==> src/rtl/counter_prog_pkg.sv <==
// Shared encodings for the programmable counter and its prescaler.
// Latency: n/a (types and constants only).
// Backpressure: n/a.
package counter_prog_pkg;

   typedef enum logic {
      IDLE = 1'b0,
      RUN  = 1'b1
   } state_t;

   localparam logic DIR_DOWN      = 1'b0;
   localparam logic DIR_UP        = 1'b1;

   localparam logic MODE_ONESHOT  = 1'b0;
   localparam logic MODE_PERIODIC = 1'b1;

endpackage

==> src/rtl/prescaler_rtl.sv <==
// Step-rate divider: strobes step on the enabled cycle where its count equals limit.
// Latency: step is combinational from the current count; the count wraps to 0 on that edge.
// Backpressure: en=0 freezes the count; clear restarts it from 0.
module prescaler_rtl #(
   parameter int p_pbits = 4
) (
   input  logic               clk,
   input  logic               rst,
   input  logic               clear,
   input  logic               en,
   input  logic [p_pbits-1:0] limit,
   output logic               step
);

   logic [p_pbits-1:0] cnt;

   assign step = en && (cnt == limit);

   // Divider count: clear wins over counting, wraps when the limit is reached.
   always_ff @(posedge clk) begin
      if (rst) begin
         cnt <= '0;
      end else if (clear) begin
         cnt <= '0;
      end else if (en) begin
         if (cnt == limit) cnt <= '0;
         else              cnt <= cnt + 1'b1;
      end
   end

endmodule

==> src/rtl/counter_prog_rtl.sv <==
// Programmable up/down counter with one-shot or periodic reload, prescaler and terminal tick.
// Latency: count/done/tick are registered; first step P+1 enabled cycles after load.
// Backpressure: en=0 holds count and prescaler while running; idle ignores en.
module counter_prog_rtl
   import counter_prog_pkg::*;
#(
   parameter int p_nbits = 8,
   parameter int p_pbits = 4
) (
   input  logic               clk,
   input  logic               rst,
   input  logic               load,
   input  logic [p_nbits-1:0] in,
   input  logic               up,
   input  logic               periodic,
   input  logic [p_pbits-1:0] prescale,
   input  logic               en,
   output logic [p_nbits-1:0] count,
   output logic               done,
   output logic               tick
);

   localparam logic [p_nbits-1:0] ONE = 1;

   state_t             state, state_nxt;
   logic [p_nbits-1:0] reload_q;
   logic               dir_q;
   logic               mode_q;
   logic [p_pbits-1:0] pre_q;

   logic [p_nbits-1:0] count_nxt;
   logic               tick_nxt;
   logic               step;
   logic               terminal;

   // Prescaler only advances while a count is in progress.
   prescaler_rtl #(.p_pbits(p_pbits)) u_prescaler (
      .clk   (clk),
      .rst   (rst),
      .clear (load),
      .en    (en && (state == RUN)),
      .limit (pre_q),
      .step  (step)
   );

   // Terminal value: 1 when counting down, reload-1 when counting up.
   assign terminal = (dir_q == DIR_UP) ? ((count + ONE) == reload_q)
                                       : (count == ONE);

   // Configuration captured only on load so mid-run input changes are ignored.
   always_ff @(posedge clk) begin
      if (rst) begin
         reload_q <= '0;
         dir_q    <= DIR_DOWN;
         mode_q   <= MODE_ONESHOT;
         pre_q    <= '0;
      end else if (load) begin
         reload_q <= in;
         dir_q    <= up;
         mode_q   <= periodic;
         pre_q    <= prescale;
      end
   end

   // Next state, next count and tick: load restarts, a step moves or wraps the count.
   always_comb begin
      state_nxt = state;
      count_nxt = count;
      tick_nxt  = 1'b0;
      if (load) begin
         count_nxt = (up == DIR_UP) ? '0 : in;
         state_nxt = (in == '0) ? IDLE : RUN;
      end else if ((state == RUN) && step) begin
         if (terminal) begin
            tick_nxt = 1'b1;
            if (mode_q == MODE_PERIODIC) begin
               // Terminal value is skipped so the period is exactly N steps.
               count_nxt = (dir_q == DIR_UP) ? '0 : reload_q;
            end else begin
               count_nxt = (dir_q == DIR_UP) ? reload_q : '0;
               state_nxt = IDLE;
            end
         end else begin
            count_nxt = (dir_q == DIR_UP) ? (count + ONE) : (count - ONE);
         end
      end
   end

   // State, count and status registers; done mirrors the idle state after each edge.
   always_ff @(posedge clk) begin
      if (rst) begin
         state <= IDLE;
         count <= '0;
         done  <= 1'b1;
         tick  <= 1'b0;
      end else begin
         state <= state_nxt;
         count <= count_nxt;
         done  <= (state_nxt == IDLE);
         tick  <= tick_nxt;
      end
   end

endmodule

==> config.mk <==
export PLATFORM = sky130hd
export DESIGN_NAME = counter_prog_rtl
export DESIGN_NICKNAME = d
export VERILOG_FILES = /design/src/rtl/counter_prog_pkg.sv /design/src/rtl/prescaler_rtl.sv /design/src/rtl/counter_prog_rtl.sv
export SDC_FILE = /design/constraint.sdc
export NUM_CORES = 1
export LEC_CHECK = 0
export CORE_ASPECT_RATIO = 0.9
export CORE_MARGIN = 1.5
export CORE_UTILIZATION = 33
export CTS_CLUSTER_DIAMETER = 50
export DETAILED_ROUTE_END_ITERATION = 10
export PLACE_DENSITY = 0.54
export SLEW_MARGIN = 20
export SYNTH_ARGS = -nofsm -noshare
export SYNTH_HDL_FRONTEND = slang
export SYNTH_SLANG_ARGS = --single-unit
==> constraint.sdc <==
create_clock -name clk -period 3.2 [get_ports clk]
set_input_delay 0.8 -clock clk [delete_from_list [all_inputs] [get_ports clk]]
set_output_delay 0.8 -clock clk [all_outputs]
set_load 0.1 [all_outputs]
# After elaboration in Yosys (flattened, before gate mapping)
# Index checks and enable logic that the tools add are counted.
[op_classes]
add_sub_neg = 3
n_reduce_logical = 7
mux = 16
n_eq_ne = 3
bitwise_logic = 2
[op_table]
columns = ["operator", "n"]
rows = [
  ["8-bit two-way mux", 8],
  ["8-bit by 1-bit adder with 8-bit output (second input constant)", 1],
  ["8-bit by 1-bit equality test with 1-bit output (second input constant)", 1],
  ["8-bit equality test", 1],
  ["8-bit logical NOT", 1],
  ["8-bit by 1-bit subtractor with 8-bit output (second input constant)", 1],
  ["1-bit two-way mux", 7],
  ["4-bit by 1-bit adder with 4-bit output (second input constant)", 1],
  ["4-bit equality test", 1],
  ["4-bit two-way mux", 1],
  ["1-bit logical AND", 3],
  ["3-bit OR reduction", 1],
  ["1-bit NOT", 2],
  ["2-bit nonzero test", 1],
  ["2-bit OR reduction", 1],
]
[word_totals]
input_bits = 18
regBits = 29
output_inout_bits = 10
wordCells = 40

# Logic depth before layout (Yosys ltp)
# Gate-level depths: netlist of run 1.
[logic_depth]
word_depth = 7
ltp_mapped = 10

# Cells and area by module
# Synthesis of run 1 repeated with hierarchy kept, for this count alone.
[unflattened]
cells_unflattened = 232
hier_area_um2 = 1969.4
[modules_own_cells]
columns = ["mod", "area_each_um2", "instances", "seq_area_each_um2", "cells_per_inst"]
rows = [
  ["counter_prog_rtl", 1702.9, 1, 500.5, 206],
  ["prescaler_rtl", 266.5, 1, 80.1, 26],
]

# Worst setup path before layout of run 1
# OpenSTA, ideal clock, no wires.
[synth_path]
path_type = "register to register"
start = "reg count[0]"
end = "reg (tool-made name)"
path_slack_ns = -0.102
stages_incl_launch_ff = 9
arrival_time_ns = 3.186
required_time_ns = 3.084
synth_period_minus_slack_ns = 3.302
n_path_buf = 1
cell_sequence = "dfxtp_1 buf_2 nand3_2 or3_1 o32a_1 a2111oi_4 a31oi_2 or3_1 a31o_1"
[synth_lines]
columns = ["item", "line_no", "text"]
rows = [
  ["from (decl)", "counter_prog_rtl.sv:18", "output logic [p_nbits-1:0] count,"],
  ["from (signal assigned)", "counter_prog_rtl.sv:98", "count <= count_nxt;"],
]

# Worst setup path in the final report of run 1
[layout_path]
start = "reg count[1]"
end = "reg count[3]"
[layout_between]
elab_chain_cells = 6
word_cells_on_any_way = 9
classes_between = "add/sub: 2; eq/ne: 2; mux: 5"
[layout_rtl]
columns = ["item", "line_no", "text"]
rows = [
  ["8-bit by 1-bit adder with 8-bit output", "counter_prog_rtl.sv:47, counter_prog_rtl.sv:84", ""],
  ["8-bit equality test", "counter_prog_rtl.sv:47", "assign terminal = (dir_q == DIR_UP) ? ((count + ONE) == reload_q)"],
  ["1-bit two-way mux", "counter_prog_rtl.sv:47", ""],
  ["8-bit two-way mux *", "counter_prog_rtl.sv:74", "if (terminal) begin"],
  ["8-bit two-way mux *", "counter_prog_rtl.sv:73", "end else if ((state == RUN) && step) begin"],
  ["8-bit two-way mux *", "counter_prog_rtl.sv:70", "if (load) begin"],
]
# Mark *: on every way between the ends. The rest lies on a longest branch, timed or not. The select of a mux whose other input is x is not followed.
# A chain may end at the register's enable or synchronous reset.

==> impl_metrics.tcl, run 1 <==
set metrics [dict create \
    routed_via_density 5.34 \
    grt_max_degree 24 \
    synth_most_common_cell "dfxtp_1" \
    die_x_um 81.0 \
    worst-setup-path-type "reg -> reg" \
    drt_pass1_iterations 4 \
    finalSetupViolCount 0 \
    hold_class "reg -> reg" \
    clock-sinks 29 \
    drc 0 \
    outcome "completed" \
    setup_tns_ns 0 \
    critical_path.top_delay_family "compound AO/OA/AOI/OAI gates" \
    synth.avg_cell_area_sq_um 8.18 \
    antennaDiodeCount 0 \
    fin_ws_ns 0.474 \
    yosysTopAreaCellShare_pct 32.1 \
    cts.reportedPaths.clkPinSlew_ns 0.07 \
    ys_top_cells_by_count "dfxtp_1 (29), nor2_1 (26), nand2_1 (25), xnor2_1 (18), a21oi_1 (16)" \
    drt_wl_total_um 4770 \
    initial_core_util_pct 34.4 \
    yosysTopAreaCell "dfxtp_1" \
    crit_slowest_cell "dfxtp_1" \
    numCtsBuffers 5 \
    cp.arrival_ns 2.93 \
    synth-seq-cells 29 \
    p_per_area_mw_per_mm2 442 \
    place_area_sq_mm 0.00212 \
    insertion_delay_ns 0.28 \
    overflow 0 \
    min_period_over_period_pct 85.2 \
    ant_nets 0 \
    finalNetCount 269 \
    slew_headroom_pct 60.1 \
    reg2regPathDepth 7 \
    seq_area_frac_synth_pct 32.1 \
    syn_area_sq_mm 0.00181 \
    maxCapViolations 0 \
    grtUsageTotal_pct 17.9 \
    yosysWarningCount 0 \
    critical_path.endpoint_type "flop" \
    worst_pin_slew_ns 0.596 \
    numPortBuffers 27 \
    cts-hold-fix-buffers 0 \
    synth-edff-count 0 \
    fmax_mhz 367 \
    grt_pass1_wl_um 7990 \
    path_buf_inv 0 \
    worstHoldEndpoint "done" \
    rsz0062_at_grt "false" \
    grt_pass1_vias 1531 \
    p_leak_nw 0.850 \
    rows 25 \
    cts_tree "done" \
    cts.repair.resized 0 \
    die-area_sq_mm 0.00593 \
    htree_levels 2 \
    ios 28 \
    irDropWorstVdd_uv 176 \
    async_flop_share_pct 0 \
    area_growth_pct 21.5 \
    drive_gt1_share_pct 11.8 \
    antenna_found_initial 0 \
    place_ws_ns 0.489 \
    postCtsSetupRepairBufs 0 \
    hold_ws_ns 0.496 \
    cp_cell_sequence "nand3_2, or3_1, o32a_1, a2111oi_4, a31o_1, mux2_1, a21oi_1" \
    yosysUniqueCellTypes 43 \
    worst_r2r_startpoint "count[1]" \
    drtIter0Drc 93 \
    r2r_setup_slack_ns 0.47 \
    final_area_sq_mm 0.00220 \
    ys.flop_type "dfxtp_1" \
    globalplace.congestion 0.857 \
    cts_root_buf "clkbuf_8" \
    worstSetupStartpointType "flop" \
    netlist_instances 221 \
    coreArea_sq_mm 0.00526 \
    syn_nets 243 \
    crit_start "count[1]" \
    worst-path-max-fanout 9 \
    clock_skew_ns 0.00666 \
    power_w 0.000972 \
    vias 1670 \
    clockBufferDepth 2 \
    period_minus_slack_ns 2.73 \
    hold_depth 1 \
    die-height_um 73.2 \
    slowest_delay_ns 0.48 \
    crit_cells 7 \
    report.final.slew_viol_count 0 \
    crit_required_ns 3.41 \
    synth_area_leaders "dfxtp_1 (32%), xnor2_1 (8.7%), mux2i_1 (8.3%)" \
    final_hold_viol_count 0 \
    wl_per_cell_um 15.2 \
    hpwl_um 3600 \
    r2r_end "count[3]" \
]
-- per-layer routing --
metal	up-vias	routed length, um	track usage (%)
met5	-	0	0
met4	0	24	4.60
met3	2	423	4.63
met2	79	1970	24.3
met1	745	2360	27.3
li1	844	-	-
-- report_power, final --
group	internal, W	switching [W]	total (W)
logic	0.000105	0.000174	0.000279
clock network	0.000143	0.000133	0.000276
registers	0.000383	0.0000335	0.000416
total	0.000631	0.000341	0.000972
-- worst max path at each step --
stage                          end  slack [ns]
after detailed placement  count[3]        0.49
final                     count[3]        0.47
after floorplan               flop        0.04
after global placement    count[3]        0.52
after CTS                 count[3]        0.48
after global routing      count[3]        0.31
-- kinds of logic after synthesis --
logic type / synth area share (%)
AO/OA/AOI/OAI: 19.7
XOR/XNOR: 12.1
adder cells (fa/ha/maj): 2.77
buffers and inverters: 4.50
flip-flops: 32.1
multiplexers: 8.93
AND/OR/NAND/NOR: 19.9
-- through the flow --
stage / util (%) / std cells
2_1_floorplan: - / 221
3_3_place_gp: 40.4 / 307
3_5_place_dp: 40.4 / 307
4_1_cts: 41.8 / 313
5_1_grt: 41.8 / 313
6_report: 41.8 / 313
-- placed cells by master, fill, tap and decap left out, drive strengths merged, types with 15 or more instances in the layout --
master,count
mux2i,15
buf,16
xnor2,18
clkdlybuf4s50,17
a21oi,16
nor2,26
dfxtp,29
nand2,26
-- flip-flops by register name, summed over array words and instances, names as in the netlist, named ones only --
name             flops
reload_q             8
u_prescaler.cnt      4
pre_q                4
tick                 1
mode_q               1
count                8
dir_q                1
done                 1
-- cell type report --
class | count | area [sq um]
Clock buffer | 5 | 68.8
Timing Repair Buffer | 33 | 290
Clock inverter | 1 | 5.00
Multi-Input combinational cell | 173 | 1150
Fill cell | 554 | 3060
Tap cell | 67 | 83.8
Inverter | 5 | 18.8
Sequential cell | 29 | 584
Power figures use the tool's default switching activity.
==> inputs of run 2 (changes only) <==
--- a/config.mk
+++ b/config.mk
@@ -5,11 +5,14 @@
 export SDC_FILE = /design/constraint.sdc
 export NUM_CORES = 1
 export LEC_CHECK = 0
+export ABC_CLOCK_PERIOD_IN_PS = 3200
 export CORE_ASPECT_RATIO = 0.9
 export CORE_MARGIN = 1.5
 export CORE_UTILIZATION = 33
+export CTS_BUF_LIST = sky130_fd_sc_hd__clkbuf_2 sky130_fd_sc_hd__clkbuf_4 sky130_fd_sc_hd__clkbuf_8
 export CTS_CLUSTER_DIAMETER = 50
 export DETAILED_ROUTE_END_ITERATION = 10
+export HOLD_SLACK_MARGIN = 0.15
 export PLACE_DENSITY = 0.54
 export SLEW_MARGIN = 20
 export SYNTH_ARGS = -nofsm -noshare
==> results of run 2 <==
The final DEF is identical to that of run 1; final timing and power are the same.
